**config.mk**
```make
export PLATFORM = sky130hd
export DESIGN_NAME = call_ret_sequencer
export DESIGN_NICKNAME = d
export VERILOG_FILES = /design/src/rtl/call_ret_sequencer.sv
export SDC_FILE = /design/constraint.sdc
export NUM_CORES = 1
export LEC_CHECK = 0
export CORE_UTILIZATION = 30
export CTS_BUF_LIST = sky130_fd_sc_hd__clkbuf_8
export DETAILED_ROUTE_END_ITERATION = 8
export GPL_TIMING_DRIVEN = 0
export PLACE_DENSITY = 0.7
export SETUP_SLACK_MARGIN = 0.4
export SKIP_LAST_GASP = 1
export SLEW_MARGIN = 20
export SYNTH_ARGS = -nofsm -noshare
export SYNTH_HDL_FRONTEND = slang
export SYNTH_SLANG_ARGS = --single-unit
```
**constraint.sdc**
```tcl
create_clock -name clk -period 4.4 [get_ports clk]
set_input_delay 1.32 -clock clk [delete_from_list [all_inputs] [get_ports clk]]
set_output_delay 1.32 -clock clk [all_outputs]
set_load 0.01 [all_outputs]
```
**src/rtl/call_ret_sequencer.sv**
```systemverilog
// Call/return/interrupt sequencer: arbitrates JMS, BBL and IRQ requests and
// drives the return-address stack and PC-load strobes, latching over/underflow faults.
module call_ret_sequencer #(
   parameter logic [2:0] SP_MAX = 3'd7
) (
   input  logic        clk,
   input  logic        rst_n,
   input  logic        call_req,
   input  logic [11:0] call_target,
   input  logic [11:0] call_ret_addr,
   input  logic        ret_req,
   input  logic        ret_irq,
   input  logic        irq_req,
   input  logic [11:0] irq_vector,
   input  logic [11:0] irq_ret_addr,
   input  logic        fault_clr,
   output logic        stk_push,
   output logic        stk_pop,
   output logic [11:0] stk_pc_in,
   input  logic [11:0] stk_pc_out,
   input  logic [2:0]  stk_sp,
   output logic        call_ack,
   output logic        ret_ack,
   output logic        irq_ack,
   output logic        pc_load,
   output logic [11:0] pc_load_val,
   output logic        busy,
   output logic        in_isr,
   output logic        fault,
   output logic [1:0]  fault_code
);

   typedef enum logic [2:0] {IDLE, PUSH, POP, LOAD, FAULT} state_t;

   state_t      r_state;
   logic        r_stk_push;
   logic        r_stk_pop;
   logic        r_pc_load;
   logic        r_busy;
   logic        r_in_isr;
   logic        r_fault;
   logic [1:0]  r_fault_code;
   logic [11:0] r_target;
   logic [11:0] r_ret_addr;
   logic        r_is_ret;
   logic        r_ret_irq;

   logic w_idle;
   logic w_irq_win;
   logic w_call_win;
   logic w_ret_win;

   // Acks must pulse in the accepting IDLE cycle, so arbitration is combinational.
   assign w_idle     = (r_state == IDLE) && rst_n;
   assign w_irq_win  = w_idle && irq_req && !r_in_isr;
   assign w_call_win = w_idle && call_req && !w_irq_win;
   assign w_ret_win  = w_idle && ret_req && !w_irq_win && !call_req;

   always_ff @(posedge clk or negedge rst_n) begin
      if (!rst_n) begin
         r_state      <= IDLE;
         r_stk_push   <= 1'b0;
         r_stk_pop    <= 1'b0;
         r_pc_load    <= 1'b0;
         r_busy       <= 1'b0;
         r_in_isr     <= 1'b0;
         r_fault      <= 1'b0;
         r_fault_code <= 2'b00;
         r_target     <= '0;
         r_ret_addr   <= '0;
         r_is_ret     <= 1'b0;
         r_ret_irq    <= 1'b0;
      end else begin
         r_stk_push <= 1'b0;
         r_stk_pop  <= 1'b0;
         r_pc_load  <= 1'b0;
         case (r_state)
            IDLE: begin
               if (w_irq_win || w_call_win) begin
                  r_target   <= w_irq_win ? irq_vector : call_target;
                  r_ret_addr <= w_irq_win ? irq_ret_addr : call_ret_addr;
                  r_is_ret   <= 1'b0;
                  r_busy     <= 1'b1;
                  if (stk_sp >= SP_MAX) begin
                     r_state      <= FAULT;
                     r_fault      <= 1'b1;
                     r_fault_code <= 2'b01;
                  end else begin
                     r_state    <= PUSH;
                     r_stk_push <= 1'b1;
                     if (w_irq_win) r_in_isr <= 1'b1;
                  end
               end else if (w_ret_win) begin
                  r_is_ret  <= 1'b1;
                  r_ret_irq <= ret_irq;
                  r_busy    <= 1'b1;
                  if (stk_sp == '0) begin
                     r_state      <= FAULT;
                     r_fault      <= 1'b1;
                     r_fault_code <= 2'b10;
                  end else begin
                     r_state   <= POP;
                     r_stk_pop <= 1'b1;
                  end
               end
            end
            PUSH: begin
               r_state   <= LOAD;
               r_pc_load <= 1'b1;
            end
            POP: begin
               r_state   <= LOAD;
               r_pc_load <= 1'b1;
               if (r_ret_irq) r_in_isr <= 1'b0;
            end
            LOAD: begin
               r_state <= IDLE;
               r_busy  <= 1'b0;
            end
            FAULT: begin
               if (fault_clr) begin
                  r_state      <= IDLE;
                  r_busy       <= 1'b0;
                  r_fault      <= 1'b0;
                  r_fault_code <= 2'b00;
               end
            end
            default: begin
               r_state <= IDLE;
               r_busy  <= 1'b0;
            end
         endcase
      end
   end

   // Return data is taken straight from the stack, which registers it on the pop edge.
   assign pc_load_val = (r_pc_load && r_is_ret) ? stk_pc_out : r_target;
   assign stk_pc_in   = r_ret_addr;
   assign stk_push    = r_stk_push;
   assign stk_pop     = r_stk_pop;
   assign pc_load     = r_pc_load;
   assign call_ack    = w_call_win;
   assign ret_ack     = w_ret_win;
   assign irq_ack     = w_irq_win;
   assign busy        = r_busy;
   assign in_isr      = r_in_isr;
   assign fault       = r_fault;
   assign fault_code  = r_fault_code;

endmodule

```
==> results.toml <==
[critical_path]
critical_path_class = "in -> out"
arrival_ns = 2.59
start_kind = "input port"
critical_path_required_ns = 3.08
path_max_fanout = 10
crit_path_end_kind = "output port"

[place]
postPlaceCellArea_um2 = 3045
io_buffer_count = 104
place_congestion = 0.8360
place_hpwl_um = 4006
placedCellCount = 361

[detailed_routing]
ant_nets = 0
vias = 1795
drt-wirelength-per-cell_um = 13.86
dr.first_iter.drc_count = 57
drt-total-wl_um = 5128
drt_drc_violations_left = 0
vias_per_cell = 4.851
first_pass_iters = 4

[yosys]
syn_inst = 181
yosys_warnings = 0
seq_area_frac_synth_pct = 49.04
avgSynthCellArea_um2 = 10.43
synth_enable_flop_cells = 0
synth_seq_cells = 37
synth_nets = 251
ys_top_cells_by_count = "dfrtp_1, nand2_1, o21ai_0"
synth.distinct_cells = 30
synth_top_area_share_pct = 49.04
syn_area_um2 = 1888
yosys-top-cells-area = "dfrtp_1, mux2i_1, mux2_2"
synthMostInstantiatedCell = "dfrtp_1"
synth_top_flop_cell = "dfrtp_1"
yosysTopAreaCell = "dfrtp_1"
async_flop_share_pct = 100.0

[grt]
grt_max_degree = 22
grt_pass1_wl_um = 7900
grt_pass1_vias = 1723
antenna_found_initial = 0
grt_overflow = 0
grt_use_total_pct = 15.80

[timing]
clock_skew_ns = 0.008305
hold_viol_final = 0
rsz0062_at_grt = "false"
setup-violations-final = 0
relSlewSlack_pct = 52.16
drv_slew = 0
timing.final.crit_share_pct = 88.90
tightest_slew_ns = 0.7176
max_freq_mhz = 255.6
post-route-min-period_ns = 3.912

[power_and_ir_drop]
ir_drop_uv = 205.6
power_density_nw_per_um2 = 515.9
leakagePower_nw = 1.463

[flow_run]
maxCapViolations = 0

[cts]
clkSinkCount = 37
insertion_delay_ns = 0.28
cts_buffers = 5
max-clock-path-buffers = 2
cts.clk_slew.worst_paths_ns = 0.06
root_buffer = "clkbuf_8"
tritoncts = "yes"
htree_levels = 2

[cells_and_area]
n_antenna_cell = 0
utilization_pct = 52.94
drive_above_1_share_pct = 10.51
area_growth_pct = 67.99
nNetsFinal = 365
final_cell_area_um2 = 3172
layout.area.seq_um2 = 925.9
fillers = 559
stdcell_count = 370
multi_input_area_um2 = 903.4

[die]
coreArea_um2 = 5991
rows = 28
die_h_um = 81.33
pin_count = 105
dieArea_um2 = 6615
initial_utilization_pct = 31.52
chipWidth_um = 81.33

[status]
status = "complete, no violations"

[hold_path]
hp-class = "reg -> reg"
[where the power goes]
part           switching (mW)  total (mW)  internal (mW)
Combinational           0.364       0.861          0.497
Clock                   0.111       0.232          0.122
Sequential             0.0666       0.543          0.476
[per-layer routing]
layer	wire (µm)	vias to the layer above	GRT usage, %
met4	35	0	4.286
met1	2115	860	19.09
met5	0	-	0
li1	-	870	-
met3	447	5	4.607
met2	2529	60	27.17
[through the flow]
step | worst slack, ns | TNS (ns) | hold WS [ns] | power, mW
floorplan | 0.8179 | 0 | 0.4444 | 0.9797
global placement | -1.592 | -7.785 | 0.4579 | 1.385
detailed placement | -0.4285 | -0.8899 | 0.4665 | 1.401
CTS | 0.4024 | 0 | 0.4830 | 1.659
global route | 0.4361 | 0 | 0.5161 | 1.752
finish | 0.4883 | 0 | 0.4772 | 1.636
[worst max-delay path, stage by stage]
cell and delay, ns:
clkdlybuf4s50_1 0.49, nand2b_1 0.07, buf_6 0.13, buf_12 0.14
and3_1 0.17, dlygate4sd2_1 0.27
[state kept, by name (all words and copies together), names as in the netlist]
signal,flops
r_ret_irq,1
r_is_ret,1
pc_load,1
fault_code,2
busy,1
r_target,12
stk_pop,1
r_state,3
fault,1
in_isr,1
stk_push,1
stk_pc_in,12
[cells by family after synthesis]
family | after synthesis | synth area share (%)
flip-flops | 37 | 49.04
AO/OA/AOI/OAI | 43 | 12.86
XOR/XNOR | 1 | 0.4640
AND/OR/NAND/NOR | 50 | 14.05
multiplexers | 37 | 20.48
buffers and inverters | 13 | 3.114
[timing repair]
item                       in CTS  in global routing
pin swaps                       1                  0
hold buffers                    0                  0
buffers inserted                2                  0
setup endpoints to repair       3                  1
resized for setup              14                  1
[cell type report]
type / count / share of cell area, %
Timing Repair Buffer: 107 / 34.08
Sequential cell: 37 / 29.19
Multi-Input combinational cell: 131 / 28.48
Tap cell: 75 / 2.959
Clock buffer: 6 / 2.604
Buffer: 12 / 2.446
Clock inverter: 1 / 0.1183
Inverter: 1 / 0.1183
[worst paths after layout]
check / slack [ns] / depth (start not counted) / end / start
max in group asynchronous: 3.20 / 2 / r_target[7] / rst_n
min reg2reg: 0.48 / 2 / r_target[8] / r_target[8]
min: 0.48 / 2 / r_target[8] / r_target[8]
max reg2reg: 2.33 / 5 / r_ret_irq / r_state[1]
min in group asynchronous: 0.85 / 1 / fault / rst_n
max: 0.49 / 6 / call_ack / irq_req
[layout by cell type, fill, tap and decap left out, drive strengths merged]
cell type      netlist  layout
a21oi                3       3
a22oi                2       2
and2b                1       1
and3                 2       2
and4b                1       1
buf                  4       8
clkbuf               8      15
clkdlybuf4s50        0     100
dfrtp               37      37
dlygate4sd2          0       2
inv                  1       2
mux2                13      13
mux2i               24      24
nand2               28      28
nand2b               4       4
nor2                 7       7
nor2b                1       1
nor3                 2       2
nor4b                2       2
nor4bb               1       1
o21a                 4       4
o21ai               29      29
o22ai                2       2
o311ai               1       1
o31a                 1       1
o31ai                1       1
or4b                 1       1
xnor2                1       1
No activity file was read; power rests on OpenSTA's default activity.
